### config.mk
export PLATFORM = sky130hd
export DESIGN_NAME = store_order_gate
export DESIGN_NICKNAME = d
export VERILOG_FILES = /design/src/rtl/store_order_pkg.sv /design/src/rtl/sog_region_match.sv /design/src/rtl/store_order_gate.sv
export SDC_FILE = /design/constraint.sdc
export NUM_CORES = 1
export LEC_CHECK = 0
export BUFFER_PORTS_ARGS = -buffer_cell sky130_fd_sc_hd__clkbuf_2
export CORE_MARGIN = 10
export CORE_UTILIZATION = 27
export CTS_BUF_LIST = sky130_fd_sc_hd__clkbuf_8
export DETAILED_ROUTE_END_ITERATION = 16
export GPL_TIMING_DRIVEN = 0
export PLACE_DENSITY_LB_ADDON = 0.2
export REMOVE_ABC_BUFFERS = 1
export SETUP_SLACK_MARGIN = 0.15
export SLEW_MARGIN = 15
export SYNTH_ARGS = -nofsm -noshare
export SYNTH_HDL_FRONTEND = slang
export SYNTH_SLANG_ARGS = --single-unit
### constraint.sdc
create_clock -name clk_i -period 2.5 [get_ports clk_i]
set_input_delay 0.375 -clock clk_i [delete_from_list [all_inputs] [get_ports clk_i]]
set_output_delay 0.375 -clock clk_i [all_outputs]
set_load 0.02 [all_outputs]
### src/rtl/store_order_pkg.sv
// Shared types and default constants for the store ordering gate.
// Combinational pass-through paths; the backpressure policy lives in store_order_gate.
package store_order_pkg;

  typedef enum logic [1:0] {
    IDLE,
    LD_DRAIN,
    FENCE_DRAIN
  } sog_state_e;

  localparam logic [31:0] SOG_CACHED_BASE     = 32'h8000_0000;
  localparam logic [31:0] SOG_CACHED_LEN      = 32'h4000_0000;
  localparam int unsigned SOG_MAX_OUTSTANDING = 7;

endpackage

### src/rtl/sog_region_match.sv
// Flags an address as uncached when it falls outside [BASE, BASE+LEN).
// Purely combinational; no state and no backpressure.
module sog_region_match
  import store_order_pkg::*;
#(
  parameter int unsigned           ADDR_WIDTH = 32,
  parameter logic [ADDR_WIDTH-1:0] BASE       = ADDR_WIDTH'(SOG_CACHED_BASE),
  parameter logic [ADDR_WIDTH-1:0] LEN        = ADDR_WIDTH'(SOG_CACHED_LEN)
) (
  input  logic [ADDR_WIDTH-1:0] addr_i,
  output logic                  uc_o
);

  // One extra bit so BASE+LEN at the top of the address space does not wrap.
  localparam logic [ADDR_WIDTH:0] LIMIT = {1'b0, BASE} + {1'b0, LEN};

  assign uc_o = (addr_i < BASE) || ({1'b0, addr_i} >= LIMIT);

endmodule

### src/rtl/store_order_gate.sv
// Orders stores ahead of uncached loads and fences; zero-latency pass-through, fence_done one cycle after drain.
// Stalls stores at MAX_OUTSTANDING or while draining; STORE_ORDER_GATE_STATS_EN adds stall_cycles_o.
module store_order_gate
  import store_order_pkg::*;
#(
  parameter int unsigned           MAX_OUTSTANDING = SOG_MAX_OUTSTANDING,
  parameter int unsigned           ADDR_WIDTH      = 32,
  parameter logic [ADDR_WIDTH-1:0] CACHED_BASE     = ADDR_WIDTH'(SOG_CACHED_BASE),
  parameter logic [ADDR_WIDTH-1:0] CACHED_LEN      = ADDR_WIDTH'(SOG_CACHED_LEN),
  localparam int unsigned          CNT_W           = $clog2(MAX_OUTSTANDING + 1)
) (
  input  logic                  clk_i,
  input  logic                  rst_ni,
  input  logic                  st_valid_i,
  input  logic [ADDR_WIDTH-1:0] st_addr_i,
  output logic                  st_ready_o,
  output logic                  st_valid_o,
  input  logic                  st_ready_i,
  input  logic                  st_ack_i,
  input  logic                  ld_valid_i,
  input  logic [ADDR_WIDTH-1:0] ld_addr_i,
  output logic                  ld_ready_o,
  output logic                  ld_valid_o,
  input  logic                  ld_ready_i,
  input  logic                  fence_req_i,
  output logic                  fence_done_o,
  output logic [CNT_W-1:0]      outstanding_o,
  output logic                  underflow_o
`ifdef STORE_ORDER_GATE_STATS_EN
  ,
  output logic [31:0]           stall_cycles_o
`endif
);

  localparam logic [CNT_W-1:0] MAX_CNT = CNT_W'(MAX_OUTSTANDING);

  sog_state_e       state_q, state_d;
  logic [CNT_W-1:0] cnt_q, cnt_d;
  logic             underflow_q, underflow_d;
  logic             fence_done_q, fence_done_d;
  logic             uc, ld_uc_req, cnt_zero, st_en, st_inc, st_dec;

  sog_region_match #(
    .ADDR_WIDTH (ADDR_WIDTH),
    .BASE       (CACHED_BASE),
    .LEN        (CACHED_LEN)
  ) u_region (
    .addr_i (ld_addr_i),
    .uc_o   (uc)
  );

  // st_addr_i travels alongside st_valid_o on the downstream bus; only the handshake is gated here.
  assign cnt_zero   = (cnt_q == '0);
  assign ld_uc_req  = ld_valid_i & uc;
  assign st_en      = rst_ni & (state_q == IDLE) & (cnt_q < MAX_CNT) & ~ld_uc_req & ~fence_req_i;
  assign st_valid_o = st_valid_i & st_en;
  assign st_ready_o = st_ready_i & st_en;
  assign st_inc     = st_valid_o & st_ready_i;
  assign st_dec     = st_ack_i & ~cnt_zero;

  always_comb begin
    cnt_d = cnt_q;
    if (st_inc && !st_dec) begin
      cnt_d = cnt_q + CNT_W'(1);
    end else if (st_dec && !st_inc) begin
      cnt_d = cnt_q - CNT_W'(1);
    end
    underflow_d = underflow_q | (st_ack_i & cnt_zero);
  end

  always_comb begin
    state_d      = state_q;
    fence_done_d = 1'b0;
    ld_valid_o   = 1'b0;
    ld_ready_o   = 1'b0;
    unique case (state_q)
      IDLE: begin
        if (fence_req_i) begin
          state_d = FENCE_DRAIN;
        end else if (ld_uc_req && !cnt_zero) begin
          state_d = LD_DRAIN;
        end else begin
          ld_valid_o = ld_valid_i;
          ld_ready_o = ld_ready_i;
        end
      end
      LD_DRAIN: begin
        // A dropped ld_valid_i means the LSU flushed the held load.
        if (!ld_valid_i) begin
          state_d = IDLE;
        end else if (cnt_zero) begin
          ld_valid_o = 1'b1;
          ld_ready_o = ld_ready_i;
          if (ld_ready_i) state_d = IDLE;
        end
      end
      FENCE_DRAIN: begin
        if (cnt_zero) begin
          fence_done_d = 1'b1;
          state_d      = IDLE;
        end
      end
      default: state_d = IDLE;
    endcase
    if (!rst_ni) begin
      ld_valid_o = 1'b0;
      ld_ready_o = 1'b0;
    end
  end

  always_ff @(posedge clk_i or negedge rst_ni) begin
    if (!rst_ni) begin
      state_q      <= IDLE;
      cnt_q        <= '0;
      underflow_q  <= 1'b0;
      fence_done_q <= 1'b0;
    end else begin
      state_q      <= state_d;
      cnt_q        <= cnt_d;
      underflow_q  <= underflow_d;
      fence_done_q <= fence_done_d;
    end
  end

  assign outstanding_o = cnt_q;
  assign underflow_o   = underflow_q;
  assign fence_done_o  = fence_done_q;

`ifdef STORE_ORDER_GATE_STATS_EN
  logic [31:0] stall_q, stall_d;
  logic        stall;

  assign stall = (st_valid_i & ~st_ready_o) | (ld_valid_i & ~ld_ready_o);

  always_comb begin
    stall_d = stall_q;
    if (stall && (stall_q != 32'hFFFF_FFFF)) stall_d = stall_q + 32'd1;
  end

  always_ff @(posedge clk_i or negedge rst_ni) begin
    if (!rst_ni) stall_q <= '0;
    else         stall_q <= stall_d;
  end

  assign stall_cycles_o = stall_q;
`endif

endmodule
## After elaboration in Yosys (flattened, before gate mapping)

Index checks and enable logic that the tools add are counted.

| storage, ports and cells | value |
|---|---|
| bits in registers | 7 |
| input bits | 72 |
| logic and storage cells | 62 |

| operators by class | value |
|---|---|
| add/sub/neg operators | 2 |
| order comparisons | 3 |
| equal/unequal tests | 6 |
| mux-type cells | 22 |
| bitwise gates (word level) | 14 |
| reduce and logical (&&, ||, !) cells | 11 |

Operators by type and width:

| operator | count |
|---|---|
| 32-bit greater-or-equal comparator, second input constant | 1 |
| 32-bit less-than comparator, second input constant | 1 |
| 2-bit 2-to-1 mux | 6 |
| 1-bit 2-to-1 mux | 11 |
| 1-bit bitwise AND | 10 |
| 3-bit 2-to-1 mux | 2 |
| 3-bit != test, second input constant | 2 |
| 2-bit case mux with 3 select lines | 1 |
| 1-bit case mux with 2 select lines | 2 |
| 4-bit AND reduction | 1 |
| 3-bit by 1-bit adder with 3-bit output, second input constant | 1 |
| 1-bit logical AND | 3 |
| 1-bit logical NOT | 3 |
| 3-bit logical NOT | 1 |
| 3-bit less-than comparator, second input constant | 1 |
| 3-bit by 2-bit != test with 1-bit output, second input constant | 1 |
| 1-bit inverter | 3 |
| 3-bit by 1-bit subtractor with 3-bit output, second input constant | 1 |
| 2-bit by 1-bit == test with 1-bit output, second input constant | 1 |
| 2-bit == test, second input constant | 1 |
| 2-bit logical NOT | 1 |
| 2-bit != test, second input constant | 1 |
| 2-bit nonzero test | 1 |
| 1-bit logical OR | 1 |
| 1-bit bitwise OR | 1 |

## Longest topological paths before layout

| logic depth | value |
|---|---|
| word-level depth | 12 |
| gate-level depth with buffers | 9 |

## Modules after synthesis

From an unflattened synthesis, not the netlist that was laid out.

| second synthesis, totals | value |
|---|---|
| cell total of the unflattened synthesis | 44 |
| area total of the unflattened synthesis | 455.4 um^2 |

Modules (own cells, without submodules):

| module | times used | cells each | area an instance (um^2) |
|---|---|---|---|
| store_order_gate | 1 | 43 | 449.2 |
| sog_region_match | 1 | 1 | 6.3 |

## Worst setup path after synthesis

Ideal clock, no wire load.

| path | value |
|---|---|
| kind | input -> register |
| start point | input ld_addr_i[30] |
| end point | register cnt_q[2] (netlist: outstanding_o[2]) |
| library setup time | 0.080 ns |
| data arrival time | 2.093 ns |
| required time | 2.420 ns |
| setup slack | 0.327 ns |
| stages on the path | 9 |
| buffers on the path | 0 |
| path through | nand2b_4 a2111oi_4 and4_1 ha_1 inv_1 fa_1 xor2_1 nor2_1 xor2_1 |

| on the way | value |
|---|---|
| longest elaborated chain between the ends | 11 |
| elaborated cells between the ends (all ways) | 14 |

Ends and longest elaborated chain:

| what | line | source |
|---|---|---|
| start: declaration | store_order_gate.sv:21 | `input logic [ADDR_WIDTH-1:0] ld_addr_i,` |
| 32-bit less-than comparator / 32-bit greater-or-equal comparator (equally long branches) | sog_region_match.sv:17 | `assign uc_o = (addr_i < BASE) \|\| ({1'b0, addr_i} >= LIMIT);` |
| 1-bit logical OR (*) | sog_region_match.sv:17 |  |
| 1-bit bitwise AND (*) | store_order_gate.sv:54 | `assign ld_uc_req = ld_valid_i & uc;` |
| 1-bit inverter (*) | store_order_gate.sv:55 | `assign st_en = rst_ni & (state_q == IDLE) & (cnt_q < MAX_CNT) & ~ld_uc_req & ~fence_req_i;` |
| 1-bit bitwise AND (*) (2 in series) | store_order_gate.sv:55 |  |
| 1-bit bitwise AND (*) | store_order_gate.sv:56 | `assign st_valid_o = st_valid_i & st_en;` |
| 1-bit bitwise AND (*) | store_order_gate.sv:58 | `assign st_inc = st_valid_o & st_ready_i;` |
| 1-bit logical NOT | store_order_gate.sv:65 | `end else if (st_dec && !st_inc) begin` |
| 1-bit logical AND | store_order_gate.sv:65 |  |
| 2-bit nonzero test (no source line) | n/a |  |
| end signal: assignment | store_order_gate.sv:119 | `cnt_q <= cnt_d;` |
| end: declaration | store_order_gate.sv:38 | `logic [CNT_W-1:0] cnt_q, cnt_d;` |

Every way passes the cells marked *; elsewhere a longest branch is shown, timed or not.
A chain may end at the register's enable or synchronous reset.

## Worst setup path after layout

| path | value |
|---|---|
| start point | register cnt_q[0] (netlist: outstanding_o[0]) |
| end point | register cnt_q[2] (netlist: outstanding_o[2]) |

| on the way | value |
|---|---|
| longest elaborated chain between the ends | 9 |
| elaborated cells between the ends (all ways) | 18 |

Ends and longest elaborated chain:

| what | line |
|---|---|
| 3-bit less-than comparator | store_order_gate.sv:55 |
| 1-bit bitwise AND (3 in series) | store_order_gate.sv:55 |
| 1-bit bitwise AND | store_order_gate.sv:56 |
| 1-bit bitwise AND | store_order_gate.sv:58 |
| 1-bit logical NOT | store_order_gate.sv:65 |
| 1-bit logical AND | store_order_gate.sv:65 |
| 2-bit nonzero test (no source line) | n/a |

Parallel ways exist; a longest one is shown, timed or not. The select of a mux whose other input is x is not followed.

==> impl_metrics.ini <==
[outcome]
outcome = finished, final reports clean

[setup_path]
cp-start-kind = flip-flop
regToRegSetupSlack_ps = 340
endpoint_kind = flip-flop
worstReg2RegEnd = outstanding_o[2]
path_class = reg2reg
r2r-start = outstanding_o[0]
path_delay_family = simple AND/OR/NAND/NOR gates
arrival_ps = 2300
cp_slowest_cell = or3_1
path_cells = or3_1 -> nand2_1 -> ha_1 -> inv_1 -> fa_1 -> xor2_1 -> nor2_1 -> xor2_1
critPathRequiredTime_ps = 2650
r2r_cells = 8
critical_path_buf_inv_count = 1
crit_top_cell = xor2_1
crit_fanout = 6
critPathMaxStageDelay_ps = 510

[detailed_routing]
drt-initial-drc-count = 5
wl_per_cell_um = 12.72
viasPerCell = 4.778
final_antenna_net_count = 0
dr.pass1.iters = 4
wl_mm = 1.030
drcViolationCount = 0
vias = 387

[synthesis]
synth-seq-cells = 7
yosysSeqAreaShare = 0.3889
ys_types = 28
synth.avg_cell_area_um2 = 10.72
yosysTopAreaCellShare = 0.3889
synth_most_common_cell = dfrtp_1
synth_edf_count = 0
synthArstFlopShare = 1.000
synthesis.area_um2 = 450.4
synthCells = 42
synth_ff_type = dfrtp_1
synth_area_leader_cell = dfrtp_1
synth_warnings = 0
ys_top_cells_by_count = 7 x dfrtp_1, 4 x nor2_1, 3 x inv_1
synth_top_cells_by_area = dfrtp_1 39%, a2111oi_4 6.1%, fa_1 4.4%, o211a_1 4.4%, xor2_1 3.9%

[clocking]
cts_resized = 0
root_buffer = clkbuf_8
cts_inserted_buffers = 3
clk_path_buf_depth = 2
clk_latency_ps = 220
cts_sinks = 7
cts_tree = done
cts-htree-levels = 1
path_clk_slew_ps = 40

[run]
maxCapViolations = 0

[final_layout]
num-nets-final = 140
layout-drive-gt1-share = 0.4000
n_antenna_cell = 0
fillers = 177
area_delta_synth_final_pct = 37.22

[die]
core_region_area_um2 = 1541
num_rows = 14
initial_core_util = 0.2922
die-width_um = 60.85
die_area_um2 = 3702
die_y_um = 60.85
boundaryPins = 81

[timing]
hold_viol_final = 0
tightest_slew_ps = 321.7
setup_viol = 0
tns_ps = 0
whs_ps = 378.2
min_period_ps = 2157
clock_skew_ps = 1.746
fmax_mhz = 463.6
drv_slew = 0
maxSlewHeadroom = 0.7848
rsz0062_at_grt = false
min_period_over_period = 0.8629

[worst_hold_path]
min_to = underflow_o
min_path_cells = 2
min_path_type = in2reg
hold_path.startpoint = st_ack_i

[power_and_ir_drop]
power_mw = 0.6171
cellLeakagePower_nw = 0.3278
ir_worst_vdd_mv = 0.5336
power.density_nw_per_um2 = 998.4

[global_routing]
grt_max_degree = 8
top_usage_layer = met1
antenna_found_initial = 0
grt.overflow.total = 0
grt_pass1_wl_mm = 1.718
grt_pass1_vias = 415
groute.usage.overall = 0.06146
use_met1 = 0.07855
gr-usage-met3 = 0.06054
use_met2 = 0.07569

[placed_design]
globalplace.congestion = 0.6397
io_buffers = 18
dp_hpwl_um = 841.6
## sequential cells by signal (all words and copies together), names as in the netlist
register       flops
outstanding_o      3
underflow_o        1
fence_done_o       1
state_q            2
## power breakdown
group | leakage [nW] | switching, mW | total [mW] | internal, mW
sequential | 0.0823 | 0.0636 | 0.224 | 0.160
combinational | 0.219 | 0.133 | 0.243 | 0.110
clock | 0.0269 | 0.0452 | 0.151 | 0.106
## cells by family after synthesis
| kind of cell | synth area share |
|---|---|
| AOI/OAI and AO/OA | 0.1750 |
| buffers and inverters | 0.03610 |
| adders and majority gates | 0.07222 |
| DFF | 0.3889 |
| xor gates and xnor gates | 0.05834 |
| muxes | 0.02500 |
| and+or+nand+nor | 0.2445 |
## through the flow
stage          instance area [µm²]    util  setup WS (ps)  std cells
2_1_floorplan                445.4       -          326.7         41
3_3_place_gp                 555.5  0.3604          107.7         75
3_5_place_dp                 555.5  0.3604          122.0         75
4_1_cts                      610.6  0.3961          263.4         80
5_1_grt                      618.1  0.4010          168.4         81
6_report                     618.1  0.4010          342.8         81
## cell usage in the layout (no fill, tap or decap), types with 2 or more instances in the layout
master / count
clkbuf_2: 18
clkbuf_8: 3
inv_1: 4
dfrtp_1: 7
nor2_1: 4
o211a_1: 2
xor2_1: 2
and3_1: 2
## what timing repair did
action	CTS	global route
endpoints found under the setup margin	0	1
hold endpoints to repair	7	0
hold buffers	1	0
buffers inserted	0	1
## how the worst max path moves through the flow
stage / startpoint / endpoint / cells after the start
after global placement: ld_addr_i[30] / outstanding_o[2] / 10
after CTS: state_q[1] / outstanding_o[2] / 8
after global routing: outstanding_o[0] / outstanding_o[2] / 8
after detailed placement: ld_addr_i[30] / outstanding_o[2] / 10
after floorplan: ld_addr_i[30] / outstanding_o[2] / 9
final: outstanding_o[0] / outstanding_o[2] / 8
## layout make-up
class                           count  area [µm²]  area share
Clock buffer                        3       41.29     0.06680
Clock inverter                      1       3.754    0.006073
Inverter                            3       11.26     0.01822
Multi-Input combinational cell     31       259.0      0.4190
Sequential cell                     7       175.2      0.2834
Tap cell                           16       20.02     0.03239
Timing Repair Buffer               20       107.6      0.1741
## routing by layer
| metal | up-vias | share of wire |
|---|---|---|
| li1 | 192 | - |
| met5 | - | 0 |
| met1 | 178 | 0.50 |
| met3 | 0 | 0.13 |
| met2 | 17 | 0.37 |
| met4 | 0 | 0 |
Power figures use the tool's default switching activity.
